<file path="config.mk">
export PLATFORM = sky130hd
export DESIGN_NAME = mem_read_arbiter
export DESIGN_NICKNAME = d
export VERILOG_FILES = /design/src/rtl/mem_read_arbiter.sv
export SDC_FILE = /design/constraint.sdc
export NUM_CORES = 1
export LEC_CHECK = 0
export BUFFER_PORTS_ARGS = -buffer_cell sky130_fd_sc_hd__buf_2
export CAP_MARGIN = 20
export CORE_AREA = 2 2 148 150
export DETAILED_ROUTE_END_ITERATION = 6
export DIE_AREA = 0 0 150 152
export PLACE_DENSITY = 0.54
export REMOVE_ABC_BUFFERS = 1
export SETUP_SLACK_MARGIN = 0.3
export SLEW_MARGIN = 25
export SYNTH_ARGS = -nofsm -noshare
export SYNTH_HDL_FRONTEND = slang
export SYNTH_SLANG_ARGS = --single-unit
</file>
<file path="constraint.sdc">
create_clock -name clock -period 7.1 [get_ports clock]
set_input_delay 1.42 -clock clock [delete_from_list [all_inputs] [get_ports clock]]
set_output_delay 1.42 -clock clock [all_outputs]
set_load 0.01 [all_outputs]
</file>
<file path="src/rtl/mem_read_arbiter.sv">
// Read-port arbiter: IFU (m0) and LSU (m1) share one AXI-style AR/R port, one transaction at a time, with an R watchdog.
// ARB_ROUND_ROBIN_EN: ties go to the master not granted most recently; otherwise m1 always wins a tie.
module mem_read_arbiter #(
  parameter int ADDR_WIDTH = 32,
  parameter int DATA_WIDTH = 64,
  parameter int TIMEOUT    = 1023
) (
  input  logic                    clock,
  input  logic                    reset,
  input  logic                    m0_arvalid,
  output logic                    m0_arready,
  input  logic [ADDR_WIDTH+16:0]  m0_ar_info,
  output logic                    m0_rvalid,
  input  logic                    m0_rready,
  output logic [DATA_WIDTH+6:0]   m0_r_info,
  input  logic                    m1_arvalid,
  output logic                    m1_arready,
  input  logic [ADDR_WIDTH+16:0]  m1_ar_info,
  output logic                    m1_rvalid,
  input  logic                    m1_rready,
  output logic [DATA_WIDTH+6:0]   m1_r_info,
  output logic                    s_arvalid,
  input  logic                    s_arready,
  output logic [ADDR_WIDTH+16:0]  s_ar_info,
  input  logic                    s_rvalid,
  output logic                    s_rready,
  input  logic [DATA_WIDTH+6:0]   s_r_info,
  output logic [1:0]              grant,
  output logic                    timeout_pulse
);

  localparam int AIW = ADDR_WIDTH + 17;
  localparam int RIW = DATA_WIDTH + 7;
  localparam int CW  = (TIMEOUT > 0) ? $clog2(TIMEOUT + 1) : 1;
  localparam logic [CW-1:0] TO_VAL  = CW'(TIMEOUT);
  localparam logic [CW-1:0] CNT_MAX = '1;
  localparam bit WD_EN = (TIMEOUT != 0);

  typedef enum logic [1:0] {IDLE, AR_SEND, R_WAIT, DRAIN} state_t;

  state_t         state_q, state_d;
  logic [AIW-1:0] ar_q, ar_d;
  logic           owner_q, owner_d;   // 1 = m1 owns the port
  logic [CW-1:0]  cnt_q, cnt_d;
  logic           tpulse_q, tpulse_d;
  logic           win_m1;

  logic           own_arready;
  logic           own_rvalid;
  logic           own_rready;
  logic [RIW-1:0] own_r_info;

  logic [3:0]     lat_id;
  logic           id_match;
  logic           to_hit;
  logic [RIW-1:0] synth_beat;

  assign lat_id     = ar_q[16:13];
  assign id_match   = (s_r_info[3:0] == lat_id);
  assign to_hit     = WD_EN && (cnt_q == TO_VAL);
  assign synth_beat = {{DATA_WIDTH{1'b0}}, 2'b10, 1'b1, lat_id};
  assign own_rready = owner_q ? m1_rready : m0_rready;

`ifdef ARB_ROUND_ROBIN_EN
  logic last_q, last_d;   // 1 = m1 was granted most recently

  always_comb begin
    win_m1 = m1_arvalid && (!m0_arvalid || !last_q);
    last_d = last_q;
    if (state_q == IDLE && (m0_arvalid || m1_arvalid)) last_d = win_m1;
  end

  always_ff @(posedge clock) begin
    if (reset) last_q <= 1'b1;
    else       last_q <= last_d;
  end
`else
  always_comb win_m1 = m1_arvalid;
`endif

  always_comb begin
    state_d     = state_q;
    ar_d        = ar_q;
    owner_d     = owner_q;
    cnt_d       = cnt_q;
    tpulse_d    = 1'b0;
    s_arvalid   = 1'b0;
    s_rready    = 1'b0;
    own_arready = 1'b0;
    own_rvalid  = 1'b0;
    own_r_info  = '0;
    case (state_q)
      IDLE: begin
        if (m0_arvalid || m1_arvalid) begin
          owner_d = win_m1;
          ar_d    = win_m1 ? m1_ar_info : m0_ar_info;
          state_d = AR_SEND;
        end
      end
      AR_SEND: begin
        s_arvalid   = 1'b1;
        own_arready = s_arready;
        if (s_arready) begin
          state_d = R_WAIT;
          cnt_d   = '0;
        end
      end
      R_WAIT: begin
        // Once the watchdog fires, the synthesized error beat is held and the slave is left stalled.
        if (to_hit) begin
          own_rvalid = 1'b1;
          own_r_info = synth_beat;
          if (own_rready) begin
            tpulse_d = 1'b1;
            state_d  = DRAIN;
            cnt_d    = '0;
          end
        end else if (s_rvalid && id_match) begin
          own_rvalid = 1'b1;
          own_r_info = s_r_info;
          s_rready   = own_rready;
          if (own_rready) begin
            cnt_d = '0;
            if (s_r_info[4]) state_d = IDLE;
          end
        end else begin
          // Stray-id beats are swallowed and still count as waiting.
          s_rready = s_rvalid;
          if (cnt_q != CNT_MAX) cnt_d = cnt_q + 1'b1;
        end
      end
      DRAIN: begin
        s_rready = 1'b1;
        if (s_rvalid && s_r_info[4]) begin
          state_d = IDLE;
        end else if (cnt_q == TO_VAL) begin
          state_d = IDLE;
        end else if (!s_rvalid && cnt_q != CNT_MAX) begin
          cnt_d = cnt_q + 1'b1;
        end
      end
      default: state_d = IDLE;
    endcase
  end

  always_comb begin
    m0_arready = own_arready & ~owner_q;
    m1_arready = own_arready & owner_q;
    m0_rvalid  = own_rvalid & ~owner_q;
    m1_rvalid  = own_rvalid & owner_q;
    m0_r_info  = owner_q ? '0 : own_r_info;
    m1_r_info  = owner_q ? own_r_info : '0;
    grant      = 2'b00;
    if (state_q == AR_SEND || state_q == R_WAIT) grant = owner_q ? 2'b10 : 2'b01;
  end

  assign s_ar_info     = ar_q;
  assign timeout_pulse = tpulse_q;

  always_ff @(posedge clock) begin
    if (reset) begin
      state_q  <= IDLE;
      ar_q     <= '0;
      owner_q  <= 1'b0;
      cnt_q    <= '0;
      tpulse_q <= 1'b0;
    end else begin
      state_q  <= state_d;
      ar_q     <= ar_d;
      owner_q  <= owner_d;
      cnt_q    <= cnt_d;
      tpulse_q <= tpulse_d;
    end
  end

endmodule

</file>
Word-level counts from Yosys, hierarchy flattened
Cells that the tools add are included.

cells by class
  reduce and logical (&&, ||, !) cells = 12
  bitwise operators = 7
  mux-type cells = 37
  $add $sub $neg = 1
  equality and inequality tests = 17

operators with widths
  kind                                                                    count
  71-bit two-way mux                                                      5
  10-bit two-way mux                                                      8
  49-bit two-way mux                                                      1
  10-bit case mux with 3 select lines                                     1
  2-bit two-way mux                                                       11
  3-bit inequality test (second input constant)                           5
  10-bit by 1-bit adder with 10-bit output (second input constant)        1
  10-bit equality test (second input constant)                            1
  10-bit inequality test (second input constant)                          1
  2-bit inequality test (second input constant)                           5
  1-bit two-way mux                                                       9
  2-bit case mux with 4 select lines                                      1
  7-bit AND reduction                                                     1
  6-bit AND reduction                                                     1
  1-bit AND                                                               4
  2-bit equality test (second input constant)                             2
  4-bit equality test                                                     1
  4-bit inequality test (second input constant)                           1
  1-bit logical AND                                                       3
  1-bit inverter                                                          3
  3-bit nonzero test                                                      1
  3-bit OR reduction                                                      1
  2-bit by 1-bit equality test with 1-bit output (second input constant)  1
  2-bit zero test                                                         1
  other kinds (4)                                                         5

word-level totals
  input port bits = 177
  logic and storage cells = 79
  register bits after elaboration = 63
  output and inout port bits = 200

Longest topological paths before layout
  depth in word-level cells = 6
  gate-level depth with buffers = 9
  depth with buffers taken out = 8

Least setup slack after synthesis
Ideal clock, no wire load.

  kind = input-to-output
  start point = input port s_r_info[1]
  end point = output port m0_r_info[20]
  data required time = 5.680 ns
  cell stages on the path = 7
  arrival time = 2.854 ns
  slack = 2.826 ns
  buffers on the path = 2
  path through = xor2_1 > nor4_4 > nand2_2 > nor3_1 > clkbuf_2 > clkbuf_2 > and2_1

on the way
  cells in the longest elaborated chain, start to end = 6

RTL lines
  what                 RTL line  source
  start, declared      27        input logic [DATA_WIDTH+6:0] s_r_info,
  4-bit equality test  59        assign id_match = (s_r_info[3:0] == lat_id);
  1-bit logical AND    118       end else if (s_rvalid && id_match) begin
  71-bit two-way mux   118
  71-bit two-way mux   110       if (to_hit) begin
  71-bit two-way mux   92        case (state_q)
  71-bit two-way mux   151       m0_r_info = owner_q ? '0 : own_r_info;
  end, declared        15        output logic [DATA_WIDTH+6:0] m0_r_info,

Every way passes these cells.

Final worst setup path
  start point = input port s_r_info[1]
  end point = output port m0_r_info[67]

Same word-level chain as after synthesis.

==> results by stage <==
CTS:
- The sink count of the clock tree is 63.
- The clock passes through at most 2 buffers.
- The cell sitting at the root of the clock tree is a clkbuf_16.
- TritonCTS created 9 clock buffers.
- For the worst-skew pair, the clock arrives at the later sink with an insertion delay of approximately 0.33 ns.
- The TritonCTS clock tree is built.
- After clock tree synthesis, the clock-pin slew on the worst setup and hold paths is roughly 0.060 ns.
- The hold buffer count at CTS is 0.
- In this run the post-CTS setup repair buffer count came out at 0.
- CTS built an H-tree with a depth of 3.
- The count of cells resized by post-cts repair is 0.

Yosys:
- Counting every instance in the synthesized netlist gives roughly 500.
- The most common cell in the synthesized netlist is and2_1.
- The complex-gate fraction of the synthesized area was 0.149.
- The library cell occupying the most area in the post-synthesis netlist is dfxtp_1.
- The number of distinct library cell variants in the gate-level netlist after synthesis is just under 50.
- In this run the cell area of the synthesized design comes to 4200 sq um.
- Sorting the synthesized cells by how often they occur yields 132 x and2_1, 70 x nor2_1, 63 x dfxtp_1, 56 x mux2i_1, 49 x a211oi_1.
- The share of synthesized area in the top cell type comes to 0.300.
- The largest family of logic cells by synthesized area is simple AND/OR/NAND/NOR gates.
- A synthesized cell averages approximately 8.3 sq um.
- Of the total synthesized cell area, the portion taken by full adders, half adders and majority gates is 0.0179.
- Counting flops with a built-in enable in the synthesized netlist gives 0.
- The register bit count reported by yosys is 63.
- For this run, the register share of the synthesized area comes to 0.300.
- In the synthesized netlist the dominant register cell turns out to be dfxtp_1.
- Of the total synthesized cell area, the portion taken by AND, OR, NAND and NOR gates is 0.335.
- The portion of netlist area occupied by mux cells is 0.133.
- The area share of xor/xnor cells in the synthesized design is 0.00833.
- In the post-synthesis netlist, the biggest area contributors are dfxtp_1 30%, and2_1 20%, mux2i_1 13%.
- The Yosys step of the flow raised 0 warnings.
- The fraction of synthesis flops using an asynchronous set or reset pin is 0.

Critical path:
- The number of buffers and inverters on the critical path is 3.
- For this design, the slowest cell found on the critical path is buf_4.
- The kind of critical path is input pin to output port.
- Along the worst path, the maximum fanout reaches 57.
- The kind of start point of the critical path is an input pin.
- The worst setup path is captured at an output port.
- The data arrival at the endpoint of the critical path is approximately 3.7 ns.
- Walking the worst path, the cells encountered are buf_2, xor2_1, nor4_4, nand2_2, nor3_2, buf_4, and2_1, buf_2.
- In this design, the stage delay of the slowest critical-path cell is between 0.4 and 0.5 ns.
- The kind of cell with the highest combined delay on the critical path is simple AND/OR/NAND/NOR gates.
- The most frequent cell on the critical path is buf_2.
- The data required time of the critical path is about 5.7 ns.

Timing:
- The maximum clock frequency is 197 MHz.
- The period utilization is 0.715.
- The sum of negative setup slack is 0 ns.
- The number of pins with negative max-slew slack in the final report is 0.
- The slew of the pin with the lowest slew margin is about 0.95 ns.
- The clock arrives with roughly 0.0074 ns of skew.
- The post-layout worst setup margin is between 2 and 2.5 ns.
- The tightest slew margin relative to the limit is 0.363.
- After layout, the minimum clock period comes to approximately 5.1 ns.
- Setup repair after global routing left no endpoint under its margin.
- The number of setup violations in the final report is 0.
- The final hold violation count came to 0.

Run status:
- The flow ran to the end, and the final reports show no timing, DRC or antenna violations.

Final layout:
- In the final layout, the share of cells above drive strength 1 is 0.480.
- The number of nets in the finished design is roughly 1000.
- The post-synthesis to final-layout area growth is 56.7%.
- The count of filler cells inserted in the layout is roughly 2300.
- Once layout is done, the placed cells without fillers occupy roughly 6600 sq um.
- The count of non-filler cells in the finished layout is 1150.
- The end-of-flow core utilization is 0.308.

Global routing:
- Across every metal layer, demand over resource in global routing totals 0.175.
- The first global-routing pass estimated ~29 mm of wire.
- Summed over all layers, the global routing overflow is 0.
- The initial antenna violation count is 14.
- The largest net degree at the start of global routing is 65.
- The number of global-route vias before repair is approximately 4400.

Route:
- The DRC violation total after the first TritonRoute iteration is ~160.
- Dividing the detail-routed via count by the number of cells gives about 4.3.
- The final antenna-violating net count is 0.
- Dividing the detail-routed wire length by the instance count gives between 15 and 20 um.
- The first detailed-routing pass ran for 4 iterations.
- After detailed routing, the number of remaining DRC violations is 0.
- The routed layout has 4924 vias.
- The routed wire length is 20.8 mm.

Die:
- The number of core rows is 54.
- The core region is 21400 sq um.
- The die covers around 23000 sq um.
- The width of the chip is 150 um.
- For this design the top-level I/O count stands at roughly 380.
- The starting density of the core is 0.197.
- The chip height is about 150 um.

Place:
- Before CTS, the worst setup slack after placement is slightly below 2 ns.
- The global placement routability congestion is between 0.9 and 1.
- The number of I/O port buffers is about 380.
- In this run the cell area measured after placement is around 6300 sq um.
- Detailed placement finished with a half-perimeter wire length of ~18 mm.
- The instance count after placement with tap cells included is 1129.

Worst hold path:
- The min-delay analysis places its worst path in the category flop to flop.

Pwr:
- Across the VDD grid, the largest voltage drop is 0.176 mV.
- The power density over the cells is approximately 240 nW/um^2.
- The analysis attributes to cell leakage a power of 0.00366 uW.

Job:
- The number of maximum-capacitance violations is 0.
==> cells in the final DEF, fill, tap and decap left out, types with 4 or more instances in the layout <==
master       n
mux2i_1     56
clkbuf_16    9
diode_2      5
nand2_1     15
nand3_1     10
dfxtp_1     63
nor2_1      70
inv_1        7
ha_1         6
buf_4        5
xor2_1       4
a211oi_1    49
a21oi_1      5
and2_1     132
buf_2      376
==> cell type report <==
class / instances / area (sq um) / area share
diodes: 5 / 12.5 / 0.00190
clock buffers: 11 / 253 / 0.0384
clock inverters: 5 / 40.0 / 0.00608
inverters: 7 / 26.3 / 0.00399
multi-input cells: 398 / 2720 / 0.414
flip-flops and latches: 63 / 1260 / 0.191
well taps: 280 / 350 / 0.0532
repair buffers: 381 / 1920 / 0.291
==> report_power, final <==
group	total [uW]	internal (uW)	switching (uW)
clock	429	257	172
combinational	628	255	373
sequential	519	457	61.9
total	1580	968	607
==> path summary, 6_finish.rpt <==
kind                            depth (start not counted)                  startpoint                    endpoint  slack (ns)
worst max-delay path                                    8                 s_r_info[1]               m0_r_info[67]        2.02
worst min-delay path                                    2  s_ar_info[28]$_SDFFE_PP0P_  s_ar_info[28]$_SDFFE_PP0P_        0.49
worst max register to register                          6     state_q[0]$_SDFFE_PP0P_        owner_q$_SDFFE_PP0P_        4.62
worst min register to register                          2  s_ar_info[28]$_SDFFE_PP0P_  s_ar_info[28]$_SDFFE_PP0P_        0.49
==> cell families after synthesis <==
family / count (synthesis)
xor gates and xnor gates: 4
DFF: 63
AOI/OAI and AO/OA: 78
muxes: 56
and+or+nand+nor: 254
adders and majority gates: 6
buffers and inverters: 47
==> metrics by stage <==
stage / hold WS (ns) / total power [uW]
detailed placement: 0.488 / 1160
global route: 0.510 / 1690
finish: 0.492 / 1580
CTS: 0.496 / 1600
global placement: 0.481 / 1160
floorplan: 0.467 / 901
==> sequential cells by signal (all words and copies together) (netlist names) <==
register / flops
owner_q: 1
timeout_pulse: 1
cnt_q: 10
s_ar_info: 49
state_q: 2
==> tightest hold or removal path: cells and delay by family (launching register included) <==
| kind | cells | cell delay, ns |
|---|---|---|
| flip-flops | 1 | 0.30 |
| AO/OA/AOI/OAI | 1 | 0.05 |
| AND/OR/NAND/NOR | 1 | 0.09 |
==> per-layer routing <==
| metal | vias up | GRT usage | wire [um] |
|---|---|---|---|
| met2 | 265 | 0.317 | 10400 |
| met4 | 0 | 0.0508 | 354 |
| li1 | 2452 | - | - |
| met3 | 24 | 0.0348 | 1620 |
| met5 | - | 0 | 0 |
| met1 | 2183 | 0.206 | 8500 |
No activity file was read; power rests on OpenSTA's default activity.
